===== config.mk =====
export PLATFORM = sky130hd
export DESIGN_NAME = i2s_audio_sched
export DESIGN_NICKNAME = d
export VERILOG_FILES = /design/src/rtl/audio_pkg.sv /design/src/rtl/i2s_clkgen.sv /design/src/rtl/i2s_audio_sched.sv
export SDC_FILE = /design/constraint.sdc
export NUM_CORES = 1
export LEC_CHECK = 0
export CORE_UTILIZATION = 40
export CTS_BUF_LIST = sky130_fd_sc_hd__clkbuf_8
export DETAILED_ROUTE_END_ITERATION = 10
export GPL_TIMING_DRIVEN = 0
export PLACE_DENSITY = 0.72
export REMOVE_ABC_BUFFERS = 1
export SYNTH_ARGS = -nofsm -noshare
export SYNTH_HDL_FRONTEND = slang
export SYNTH_HIERARCHICAL = 1
export SYNTH_SLANG_ARGS = --single-unit

===== constraint.sdc =====
create_clock -name clk -period 3 [get_ports clk]
set_clock_uncertainty 0.05 [all_clocks]
set_input_delay 0.3 -clock clk [delete_from_list [all_inputs] [get_ports clk]]
set_output_delay 0.3 -clock clk [all_outputs]
set_load 0.01 [all_outputs]

===== src/rtl/audio_pkg.sv =====
// Shared types and constants for the alarm-clock audio path.
package audio_pkg;

  localparam int SAMPLE_W = 16;

  typedef logic signed [SAMPLE_W-1:0] sample_t;

  localparam sample_t    SILENCE      = 16'h0000;
  localparam logic [7:0] UNDERRUN_MAX = 8'd255;

endpackage


===== src/rtl/i2s_clkgen.sv =====
// I2S clock chain: mclk and sclk dividers, the bit counter, lrclk, and the
// bit/frame/fetch strobes the scheduler is sequenced from.
module i2s_clkgen
  import audio_pkg::*;
#(
  parameter int MCLK_HALF = 4,
  parameter int SCLK_DIV  = 4,
  parameter int SLOT_BITS = 32
) (
  input  logic clk,
  input  logic rst,
  output logic clk_mclk,
  output logic clk_sclk,
  output logic clk_lrclk,
  output logic bit_tick,
  output logic frame_start,
  output logic fetch_tick
);

  localparam int SC_LEN     = MCLK_HALF * SCLK_DIV;
  localparam int FRAME_BITS = 2 * SLOT_BITS;
  localparam int MC_W       = $clog2(MCLK_HALF + 1);
  localparam int SC_W       = $clog2(SC_LEN + 1);
  localparam int BIT_W      = $clog2(FRAME_BITS);

  localparam logic [MC_W-1:0]  MC_LAST    = MC_W'(MCLK_HALF - 1);
  localparam logic [SC_W-1:0]  SC_LAST    = SC_W'(SC_LEN - 1);
  localparam logic [BIT_W-1:0] BIT_LAST   = BIT_W'(FRAME_BITS - 1);
  localparam logic [BIT_W-1:0] FETCH_PREV = BIT_W'(SLOT_BITS + SLOT_BITS / 2 - 1);
  localparam logic [BIT_W-1:0] RIGHT_1ST  = BIT_W'(SLOT_BITS);

  logic [MC_W-1:0]  mc_cnt;
  logic [SC_W-1:0]  sc_cnt;
  logic [BIT_W-1:0] bit_cnt;
  logic [BIT_W-1:0] bit_next;

  // Strobes are decoded from the current counters so that every register
  // moved by an event (bit_cnt, lrclk, pdata, i2s_en) updates on the same edge.
  assign bit_tick    = (sc_cnt == SC_LAST) && clk_sclk;
  assign bit_next    = (bit_cnt == BIT_LAST) ? '0 : bit_cnt + 1'b1;
  assign frame_start = bit_tick && (bit_cnt == BIT_LAST);
  assign fetch_tick  = bit_tick && (bit_cnt == FETCH_PREV);

  always_ff @(posedge clk) begin
    if (rst) begin
      mc_cnt    <= '0;
      sc_cnt    <= '0;
      bit_cnt   <= '0;
      clk_mclk  <= 1'b0;
      clk_sclk  <= 1'b0;
      clk_lrclk <= 1'b0;
    end else begin
      if (mc_cnt == MC_LAST) begin
        mc_cnt   <= '0;
        clk_mclk <= ~clk_mclk;
      end else begin
        mc_cnt <= mc_cnt + 1'b1;
      end
      if (sc_cnt == SC_LAST) begin
        sc_cnt   <= '0;
        clk_sclk <= ~clk_sclk;
      end else begin
        sc_cnt <= sc_cnt + 1'b1;
      end
      if (bit_tick) begin
        bit_cnt   <= bit_next;
        clk_lrclk <= (bit_next >= RIGHT_1ST);
      end
    end
  end

endmodule


===== src/rtl/i2s_audio_sched.sv =====
// Pmod I2S sequencing controller: clock chain, round-robin sample fetch,
// frame-aligned enable. Optional macro AUDIO_VOLUME_EN adds the vol shifter.
module i2s_audio_sched
  import audio_pkg::*;
#(
  parameter int NREQ      = 2,
  parameter int MCLK_HALF = 4,
  parameter int SCLK_DIV  = 4,
  parameter int SLOT_BITS = 32
) (
  input  logic                     clk,
  input  logic                     rst,
  input  logic                     enable,
  input  logic [NREQ-1:0]          req_valid,
  input  logic [NREQ*SAMPLE_W-1:0] req_data,
`ifdef AUDIO_VOLUME_EN
  input  logic [2:0]               vol,
`endif
  output logic [NREQ-1:0]          req_ready,
  output logic                     clk_mclk,
  output logic                     clk_sclk,
  output logic                     clk_lrclk,
  output logic                     i2s_en,
  output logic [SAMPLE_W-1:0]      pdata,
  output logic [1:0]               grant_id,
  output logic [7:0]               underrun_cnt
);

  // Handshake: req_ready[i] is high only in the fetch-tick cycle that
  // requester i wins; the sample transfers on that edge (valid && ready).
  // A requester may drop valid at any time and is owed nothing.

  logic       bit_tick;
  logic       frame_start;
  logic       fetch_tick;
  logic [1:0] ptr;
  logic [1:0] win;
  logic [1:0] idx;
  logic [1:0] ptr_next;
  logic       found;
  logic [3:0] valid_ext;
  logic [3:0] grant_oh;
  sample_t    req_arr [4];
  sample_t    captured;

  i2s_clkgen #(
    .MCLK_HALF (MCLK_HALF),
    .SCLK_DIV  (SCLK_DIV),
    .SLOT_BITS (SLOT_BITS)
  ) u_clkgen (
    .clk         (clk),
    .rst         (rst),
    .clk_mclk    (clk_mclk),
    .clk_sclk    (clk_sclk),
    .clk_lrclk   (clk_lrclk),
    .bit_tick    (bit_tick),
    .frame_start (frame_start),
    .fetch_tick  (fetch_tick)
  );

  // Requesters are widened to four slots so the rotating index is always 2 bits.
  always_comb begin
    valid_ext = '0;
    idx       = '0;
    found     = 1'b0;
    win       = ptr;
    for (int i = 0; i < 4; i++) req_arr[i] = SILENCE;
    for (int i = 0; i < NREQ; i++) begin
      valid_ext[i] = req_valid[i];
      req_arr[i]   = req_data[SAMPLE_W*i +: SAMPLE_W];
    end
    for (int k = 0; k < NREQ; k++) begin
      idx = 2'((int'(ptr) + k) % NREQ);
      if (!found && valid_ext[idx]) begin
        found = 1'b1;
        win   = idx;
      end
    end
  end

`ifdef AUDIO_VOLUME_EN
  assign captured = req_arr[win] >>> vol;
`else
  assign captured = req_arr[win];
`endif

  assign ptr_next  = 2'((int'(win) + 1) % NREQ);
  assign grant_oh  = 4'b0001 << win;
  assign req_ready = (fetch_tick && found && !rst) ? grant_oh[NREQ-1:0] : '0;

  always_ff @(posedge clk) begin
    if (!rst) begin
      assert (bit_tick || !(fetch_tick || frame_start));
      assert (!(fetch_tick && frame_start));
    end
  end

  always_ff @(posedge clk) begin
    if (rst) begin
      ptr          <= '0;
      grant_id     <= '0;
      pdata        <= SILENCE;
      underrun_cnt <= '0;
      i2s_en       <= 1'b0;
    end else begin
      if (frame_start) i2s_en <= enable;
      if (fetch_tick) begin
        if (found) begin
          pdata    <= captured;
          grant_id <= win;
          ptr      <= ptr_next;
        end else begin
          pdata <= SILENCE;
          if (underrun_cnt != UNDERRUN_MAX) underrun_cnt <= underrun_cnt + 8'd1;
        end
      end
    end
  end

endmodule


==> flow_summary.yaml <==
timing:
  timing.final.max_slew_violations: 0
  report.final.setup_viol: 0
  max_freq_mhz: 351
  fin_crit_sh: 0.949
  final.setup.tns_ps: 0
  timing.max_slew.rel_slack: 0.452
  fin_ws_ps: 152
  period_needed_ps: 2850
  timing.final.hold_violations: 0
  worst-slew-pin-transition_ps: 822
floorplanning:
  dieWidth_um: 72.7
  boundaryPins: 69
  die_height_um: 72.7
  dieArea_um2: 5280
  std_cell_rows: 25
  fp.coreArea_um2: 4750
  initial_utilization: 0.420
placed_design:
  dp.final_hpwl_mm: 2.97
  place_congestion: 0.762
  dp_worst_setup_slack_ps: -1210
  placement.io_buffers: 67
routing:
  wl_mm: 4.60
  antenna_violating_nets_post_route: 0
  detail_route.vias_per_cell: 5.23
  drt_first_pass_iters: 4
  dr.first_iter.drc_count: 96
  avgRoutedWirePerCell_um: 13.3
  via_count: 1806
  drcViolationCount: 0
critical_path:
  crit_slowest_cell: "sky130_fd_sc_hd__or3b_4"
  path_common_cell: "sky130_fd_sc_hd__buf_4"
  cp.buffers_inverters: 3
  worst_r2r_path_depth: 12
  setup.reg_to_reg.worst_slack_ps: 150
  crit_path_cell_trace: "ha_4 > and3_4 > ha_4 > and2_4 > nand4_1 > nor3b_4 > buf_4 > buf_4 > buf_4 > or3b_4 > a211oi_2 > mux2_1"
  reg_to_reg_critical_path_endpoint: "underrun_cnt[3]"
  timing.critical_path.to_type: "register"
  critical_path.top_delay_family: "simple AND/OR/NAND/NOR gates"
  rr_startpoint: "u_clkgen/sc_cnt[0]"
  critical_path.max_stage_delay_ps: 390
  path_class: "reg2reg"
  path_max_fanout: 6
  worst-endpoint-arrival_ps: 2980
  crit_path_start_kind: "register"
  crit_required_ps: 3130
pwr:
  total_power_w: 0.00106
  worst_ir_drop_vdd_mv: 0.173
  power_per_cell_area_nw_per_um2: 364
  p_leak_nw: 1.06
cts:
  tritoncts_clock_tree: "done"
  root_buffer: "sky130_fd_sc_hd__clkbuf_8"
  cts_buffers: 5
  postCtsHoldBufs: 0
  clockBufferDepth: 2
  clock_latency_ps: 290
  cts_num_sinks: 44
  cts.clk_slew.worst_paths_ps: 80
  htreeDepth: 2
yosys:
  synth_async_sr_flop_share: 0
  synth_top_cell_by_area: "sky130_fd_sc_hd__dfxtp_1"
  syn-instance-count: 204
  synth_enable_flop_cells: 0
  syn_area_per_cell_um2: 9.79
  ys.flop_type: "sky130_fd_sc_hd__dfxtp_1"
  yosysSeqAreaShare: 0.441
  yosysWarnings: 6
  synthTopCellsByArea: "sky130_fd_sc_hd__dfxtp_1, sky130_fd_sc_hd__a32oi_1, sky130_fd_sc_hd__ha_1"
  synth_top_cell_area_share: 0.441
  post_synth_num_cell_types: 50
  post_synth_instance_area_um2: 2000
  postSynthRegisterBits: 44
cells_and_area:
  layout.cells.most_common: "sky130_fd_sc_hd__clkdlybuf4s50_1"
  finalCoreUtilization: 0.611
  antenna_cells_inserted: 0
  most-common-layout-cells: "sky130_fd_sc_hd__clkdlybuf4s50_1, sky130_fd_sc_hd__dfxtp_1, sky130_fd_sc_hd__nor2_1"
  post_route_cells_drive_above_1_share: 0.129
  area_growth_syn_to_layout_pct: 45.3
  number_of_fillers_in_the_final_layout: 432
  nNetsFinal: 320
grt:
  grtUsageTotal: 0.178
  grt_start_max_net_pins: 44
  via_count_of_the_first_global_routing_pass: 1664
  grt_pass1_wl_mm: 7.40
  grt_antenna_before_repair: 0
  overall_overflow_remaining_after_global_route: 0
run:
  max-cap-violations: 0
worst_hold_path:
  holdPathEnd: "u_clkgen/mc_cnt[0]"
  hold_path.startpoint: "u_clkgen/mc_cnt[0]"
  timing.hold.worst_path_depth: 1
  hold_class: "reg2reg"
run_status:
  run_status: "completed"
state kept, by name, summed over array words and instances, names as in the netlist:
| register | flops |
|---|---|
| grant_id | 1 |
| i2s_en | 1 |
| pdata | 16 |
| ptr | 1 |
| u_clkgen/bit_cnt | 6 |
| u_clkgen/clk_lrclk | 1 |
| u_clkgen/clk_mclk | 1 |
| u_clkgen/clk_sclk | 1 |
| u_clkgen/mc_cnt | 3 |
| u_clkgen/sc_cnt | 5 |
| underrun_cnt | 8 |
through the flow:
| stage | hold WS [ps] | area (µm²) | instances |
|---|---|---|---|
| global route | 424 | 2900 | 345 |
| finish | 382 | 2900 | 345 |
| CTS | 382 | 2870 | 343 |
| detailed placement | 370 | 2680 | 326 |
| floorplan | 319 | 1930 | 192 |
| global placement | 365 | 2680 | 326 |
synthesized netlist by cell type, types with 3 or more instances:
| cell | n |
|---|---|
| sky130_fd_sc_hd__dfxtp_1 | 44 |
| sky130_fd_sc_hd__nor2_1 | 13 |
| sky130_fd_sc_hd__nand3_1 | 12 |
| sky130_fd_sc_hd__a21oi_1 | 11 |
| sky130_fd_sc_hd__and2_1 | 11 |
| sky130_fd_sc_hd__a32oi_1 | 9 |
| sky130_fd_sc_hd__nor3_1 | 8 |
| sky130_fd_sc_hd__a221o_1 | 7 |
| sky130_fd_sc_hd__ha_1 | 6 |
| sky130_fd_sc_hd__nand2_1 | 5 |
| sky130_fd_sc_hd__nor2b_1 | 5 |
| sky130_fd_sc_hd__buf_2 | 4 |
| sky130_fd_sc_hd__clkbuf_1 | 4 |
| sky130_fd_sc_hd__xnor2_1 | 4 |
| sky130_fd_sc_hd__a211oi_1 | 3 |
| sky130_fd_sc_hd__and3_1 | 3 |
| sky130_fd_sc_hd__inv_1 | 3 |
| sky130_fd_sc_hd__mux2i_1 | 3 |
| sky130_fd_sc_hd__nand2b_1 | 3 |
| sky130_fd_sc_hd__nand4_1 | 3 |
| sky130_fd_sc_hd__nor3b_1 | 3 |
| sky130_fd_sc_hd__xor2_1 | 3 |
final cells by class:
cell class              instances  area, µm²  share of cell area
clock inverters                 2       7.51             0.00259
inverters                       4       15.0             0.00517
flip-flops and latches         44        883               0.304
well taps                      67       83.8              0.0289
repair buffers                 78        746               0.257
clock buffers                   6       82.6              0.0284
multi-input cells             144       1090               0.374
worst max-delay path by stage:
stage	cells after the start	from	endpoint	slack [ps]
2_1_floorplan	9	u_clkgen/sc_cnt[0]	underrun_cnt[3]	-90
3_3_place_gp	9	u_clkgen/sc_cnt[0]	req_ready[0]	-1130
3_5_place_dp	9	u_clkgen/sc_cnt[0]	req_ready[0]	-1210
4_1_cts	12	u_clkgen/sc_cnt[0]	underrun_cnt[3]	30
5_1_grt	12	u_clkgen/sc_cnt[0]	underrun_cnt[3]	-3
6_report	12	u_clkgen/sc_cnt[0]	underrun_cnt[3]	150
per-layer routing:
metal	vias up	routed length, µm	global-route usage
met1	842	2140	0.235
li1	899	-	-
met4	0	39	0.0675
met5	-	0	0
met3	5	247	0.0442
met2	60	2170	0.279
worst register-to-register path, stage by stage (launching register included):
cell                       delay, ps
sky130_fd_sc_hd__dfxtp_2         370
sky130_fd_sc_hd__ha_4            140
sky130_fd_sc_hd__and3_4          180
sky130_fd_sc_hd__ha_4            140
sky130_fd_sc_hd__and2_4          140
sky130_fd_sc_hd__nand4_1         160
sky130_fd_sc_hd__nor3b_4         240
sky130_fd_sc_hd__buf_4           150
sky130_fd_sc_hd__buf_4           100
sky130_fd_sc_hd__buf_4           120
sky130_fd_sc_hd__or3b_4          390
sky130_fd_sc_hd__a211oi_2        220
sky130_fd_sc_hd__mux2_1          330
cells by family after synthesis:
kind of cell             share of synthesized area
AO/OA/AOI/OAI                                0.176
flip-flops                                   0.441
other                                      0.00188
AND/OR/NAND/NOR                              0.239
multiplexers                                0.0319
buffers and inverters                       0.0419
adder cells (fa/ha/maj)                     0.0376
XOR/XNOR                                    0.0307
power by group:
part	switching [W]	total (W)	internal [W]	leakage (nW)
sequential	0.00000565	0.000599	0.000593	0.356
clock	0.000191	0.000372	0.000181	0.0538
combinational	0.0000307	0.0000854	0.0000547	0.648
total	0.000227	0.00106	0.000829	1.06
timing repair:
item	CTS	global route
setup endpoints to repair	28	4
buffers inserted	9	2
gates resized for setup	11	4
pin swaps	5	2
(Power assumes the default switching activity.)
==> variant 1: new RTL, config.mk and constraints unchanged <==
`SLOT_BITS` is set to 32 in 2 places; all go to 16.
--- a/src/rtl/i2s_clkgen.sv
+++ b/src/rtl/i2s_clkgen.sv
@@ -7,3 +7,3 @@
   parameter int SCLK_DIV  = 4,
-  parameter int SLOT_BITS = 32
+  parameter int SLOT_BITS = 16
 ) (
--- a/src/rtl/i2s_audio_sched.sv
+++ b/src/rtl/i2s_audio_sched.sv
@@ -8,3 +8,3 @@
   parameter int SCLK_DIV  = 4,
-  parameter int SLOT_BITS = 32
+  parameter int SLOT_BITS = 16
 ) (
Check against the original RTL: same outputs for any inputs over 4 cycles, from zero or initial values and one cycle with rst high; that may be too few to reach the edited logic, so the function may still have changed.
==> variant 1 against the original RTL <==
- first-iteration DRC count is 33% lower
- sequential cell count decreased by 2
- worst setup slack improved by 22 ps
- routed wire length decreased by 4.6%
- count of clock-buffer cells in the layout down 1
- clock power decreased by 3%
- cell count down 8.1%
- cell area shrank 5.9%
- area after synthesis decreased by 4.9%
- total power down 4.0%
- hold slack better by 8.4 ps
- synthesized cell count shrank 3.9%
- largest cell class unchanged
- largest power group unchanged
==> variant 1: results (changes against the original RTL) <==
| Metric | Value |
|---|---|
| Multi-input gate area | `1030 um2 (-5.3%)` |
| Vias in the first global route | `1598 (-4.0%)` |
| Post CTS Setup Buffer Count | `4 (-5)` |
| Critical Path Max Stage Delay | `570 ps (+180 ps)` |
| M3 GR Usage | `3.56% (-0.86 points)` |
| Placer Congestion | `0.727 (-4.6%)` |
| Max Cap Viol | `0 (unchanged)` |
| Detailed-route via count | `1750 (-3.1%)` |
| Max Used Layer | `met4` |
| Diode count | `0 (unchanged)` |
| Met2 WL post-DR | `2.04 mm (-6.2%)` |
| Final HPWL DP | `2.98 mm (+0.40%)` |
| First-pass GRT wire length | `7.52 mm (+1.6%)` |
| DRT Pass-1 Iters | `6 (+2)` |
| Dpl ws | `-420 ps (+787 ps)` |
| Met3 wire length | `177 um (-28%)` |
| Finished Layout Cells | `317 (-8.1%)` |
| Avg WL per Cell | `13.8 um (+3.8%)` |
| Top flop regs | `pdata (16), underrun_cnt (8), u_clkgen/sc_cnt (5)` |
| Seq area share | `30.8% (+0.37 points)` |
| Reg clk slew, reported paths | `90 ps` |
| Clock Path Buffers | `2 (unchanged)` |
| Cells resized by post-CTS repair | `4 (-7)` |
| Post-synthesis average cell area | `9.70 um2 (-1.0%)` |
| Final clock-cell share | `3.30% (+0.20 points)` |
| Crit path max fanout | `11 (+5)` |
| Non-CTS inverters | `3 (-1)` |
| NonClk Buf Share | `25.5% (-0.21 points)` |
| Placed insts | `305 (-6.4%)` |
| M1 WL | `2.11 mm (-1.4%)` |
| Initial DRC Count | `64 (-33%)` |
| Slowest cell on crit path | `clkdlybuf4s50_1` |
| Rows | `24 (-4.0%)` |
| Placed Area | `2580 um2 (-3.5%)` |
| GR Layer Usage met2 | `29.5% (+1.6 points)` |
| Global Route Usage Sum | `18.5% (+0.75 points)` |
| Outcome | `complete, no violations` |
| Port Buf Inserts | `67 (unchanged)` |
| Max-slew headroom | `48.3% (+3.1 points)` |
| Layout cell share with drive strength beyond 1 | `9.43% (-3.5 points)` |
| Root buffer cell | `clkbuf_8` |
| Non-clk bufs | `71 (-9.0%)` |
| Seq cells | `42 (-4.5%)` |
| Antenna violations before repair | `0 (unchanged)` |
| Multi-In Gates | `141 (-2.1%)` |
| Final Instance Area | `2730 um2 (-5.9%)` |
| Met1 Usage GRT | `25.4% (+1.9 points)` |
| Number of clock-tree buffers in the layout | `5 (-1)` |
| Fillers | `397 (-8.1%)` |
| Peak VDD IR | `276 uV (+59%)` |
| Largest net degree at the start of global routing | `42 (-4.5%)` |
| CP Data Arrival Time | `2480 ps (-500 ps)` |
| Ys Warns | `6 (unchanged)` |
| P_leak | `0.963 nW (-9.0%)` |
-- variant 1: path summary, 6_finish.rpt --
| check | startpoint | endpoint | slack (ps) | cells after the start |
|---|---|---|---|---|
| worst min-delay path | u_clkgen/mc_cnt[0]$_SDFF_PP0_ | u_clkgen/mc_cnt[0]$_SDFF_PP0_ | 390 | 1 |
| worst max register to register | u_clkgen/sc_cnt[0]$_SDFF_PP0_ | underrun_cnt[0]$_SDFFE_PP0P_ | 510 | 9 |
| worst max-delay path | u_clkgen/sc_cnt[0]$_SDFF_PP0_ | req_ready[0] | 170 | 8 |
| worst min register to register | u_clkgen/mc_cnt[0]$_SDFF_PP0_ | u_clkgen/mc_cnt[0]$_SDFF_PP0_ | 390 | 1 |
-- variant 1: power breakdown --
| part | switching, W | internal (W) | total [W] | leakage, nW |
|---|---|---|---|---|
| Sequential | 0.00000465 | 0.000566 | 0.000571 | 0.339 |
| Clock | 0.000196 | 0.000163 | 0.000360 | 0.0441 |
| Combinational | 0.0000297 | 0.0000533 | 0.0000829 | 0.580 |
==> variant 2: new RTL, same flow settings <==
Without the edit above. Make the reset (`rst`) asynchronous in 2 clocked blocks.
--- a/src/rtl/i2s_clkgen.sv
+++ b/src/rtl/i2s_clkgen.sv
@@ -43,3 +43,3 @@
 
-  always_ff @(posedge clk) begin
+  always_ff @(posedge clk or posedge rst) begin
     if (rst) begin
--- a/src/rtl/i2s_audio_sched.sv
+++ b/src/rtl/i2s_audio_sched.sv
@@ -97,3 +97,3 @@
 
-  always_ff @(posedge clk) begin
+  always_ff @(posedge clk or posedge rst) begin
     if (rst) begin
Behaviour: differs if rst is asserted again (counterexample within 10 cycles, from zero or initial values and one cycle with rst high); with rst held inactive, the same outputs for 10 cycles.
==> variant 2 against the original RTL <==
- sequential cell count unchanged
- routed wire length up 14%
- total power down 0.70%
- highest routed layer unchanged
- utilization down 4.3 points
- sequential power down 1%
- area after synthesis up 15%
- cell count up 3.8%
- cell area up 8.2%
- worst setup slack worse by 56 ps
- via count up 7.1%
==> variant 2: results (changes against the original RTL) <==
| Metric | Value |
|---|---|
| Vias per Instance | `5.41 (+3.3%)` |
| Setup WS post-layout | `96.4 ps (-55.7 ps)` |
| Yosys cell types | `44 (-12%)` |
| Post-synthesis compound-gate area fraction | `19.9% (+2.3 points)` |
| Mux contribution to synthesized area | `2.61% (-0.59 points)` |
| Least-Margin Pin Slew | `1050 ps (+233 ps)` |
| Synth cell count leaders | `44 x dfrtp_1, 24 x inv_1, 21 x nand2_1` |
| Power Internal | `0.000818 W (-1.3%)` |
| Global Route Usage Sum | `18.5% (+0.78 points)` |
| Dpl ws | `-517 ps (+690 ps)` |
| WHS | `396 ps (+13.9 ps)` |
| Crit path capture | `req_ready[1]` |
| Top delay family on crit path | `buffers and inverters` |
| Peak VDD IR | `187 uV (+7.8%)` |
| Placed insts | `343 (+5.2%)` |
| Outcome | `complete, no violations` |
| Hold Crit Class | `in2async` |
| WL final | `5.25 mm (+14%)` |
| NumNets Final | `326 (+1.9%)` |
| Crit path max fanout | `14 (+8)` |
| Clk pwr | `0.000381 W (+2%)` |
| Main area contributors after synthesis | `dfrtp_1 48%, o2111ai_1 6.8%, o221ai_1 6.1%` |
| Synth Area in XOR/XNOR | `3.42% (+0.35 points)` |
| Comb power | `0.0000752 W (-12%)` |
| Cells resized by post-CTS repair | `4 (-7)` |
| Adder-cell share of the synthesized area | `2.17% (-1.6 points)` |
| R2r startpoint | `u_clkgen/bit_cnt[1]$_DFFE_PP0P_` |
| Largest net degree at the start of global routing | `29 (-34%)` |
| P_leak | `1.32 nW (+24%)` |
| Post-synthesis average cell area | `10.5 um2 (+7.4%)` |
| Reg2Reg Depth | `8 (-4)` |
| Asr flop ratio synth | `100% (+100 points)` |
| Vias in the first global route | `1790 (+7.6%)` |
| CP Data Arrival Time | `2550 ps (-430 ps)` |
| Initial DRC Count | `102 (+6.3%)` |
| Placer Congestion | `0.783 (+2.7%)` |
| Finished Layout Cells | `358 (+3.8%)` |
variant 2: changes by cell type in the layout (fill, tap and decap cells not counted), sizes merged, moves of 5 or more:
cell,delta
and2,-8
inv,+20
a221o,-7
o2111ai,+18
dfrtp,+44
a32oi,-9
nand2,+16
dfxtp,-44
buf,-5
nor3,-7
o221ai,+16
a21oi,-6
nor2,-8
variant 2: per-layer routing:
metal	global-route usage [%]	vias up	routed length, um
met5	0	-	0
met4	4.44	0	37
met3	6.71	5	433
met2	28.1	76	2420
met1	25.3	923	2350
li1	-	931	-
variant 2: kinds of logic after synthesis:
kind of cell    Yosys count
other cells               1
compound gates           57
fa+ha+maj                 4
xor+xnor                  9
flops                    44
simple gates             58
mux                       5
buf+inv                  41
variant 2: cell type report:
class	instances	area, um2
Clock inverter	2	10.0
Inverter	25	93.8
Clock buffer	6	82.6
Sequential cell	44	1100
Fill cell	511	2400
Multi-Input combinational cell	134	1020
Timing Repair Buffer	75	747
Tap cell	72	90.1
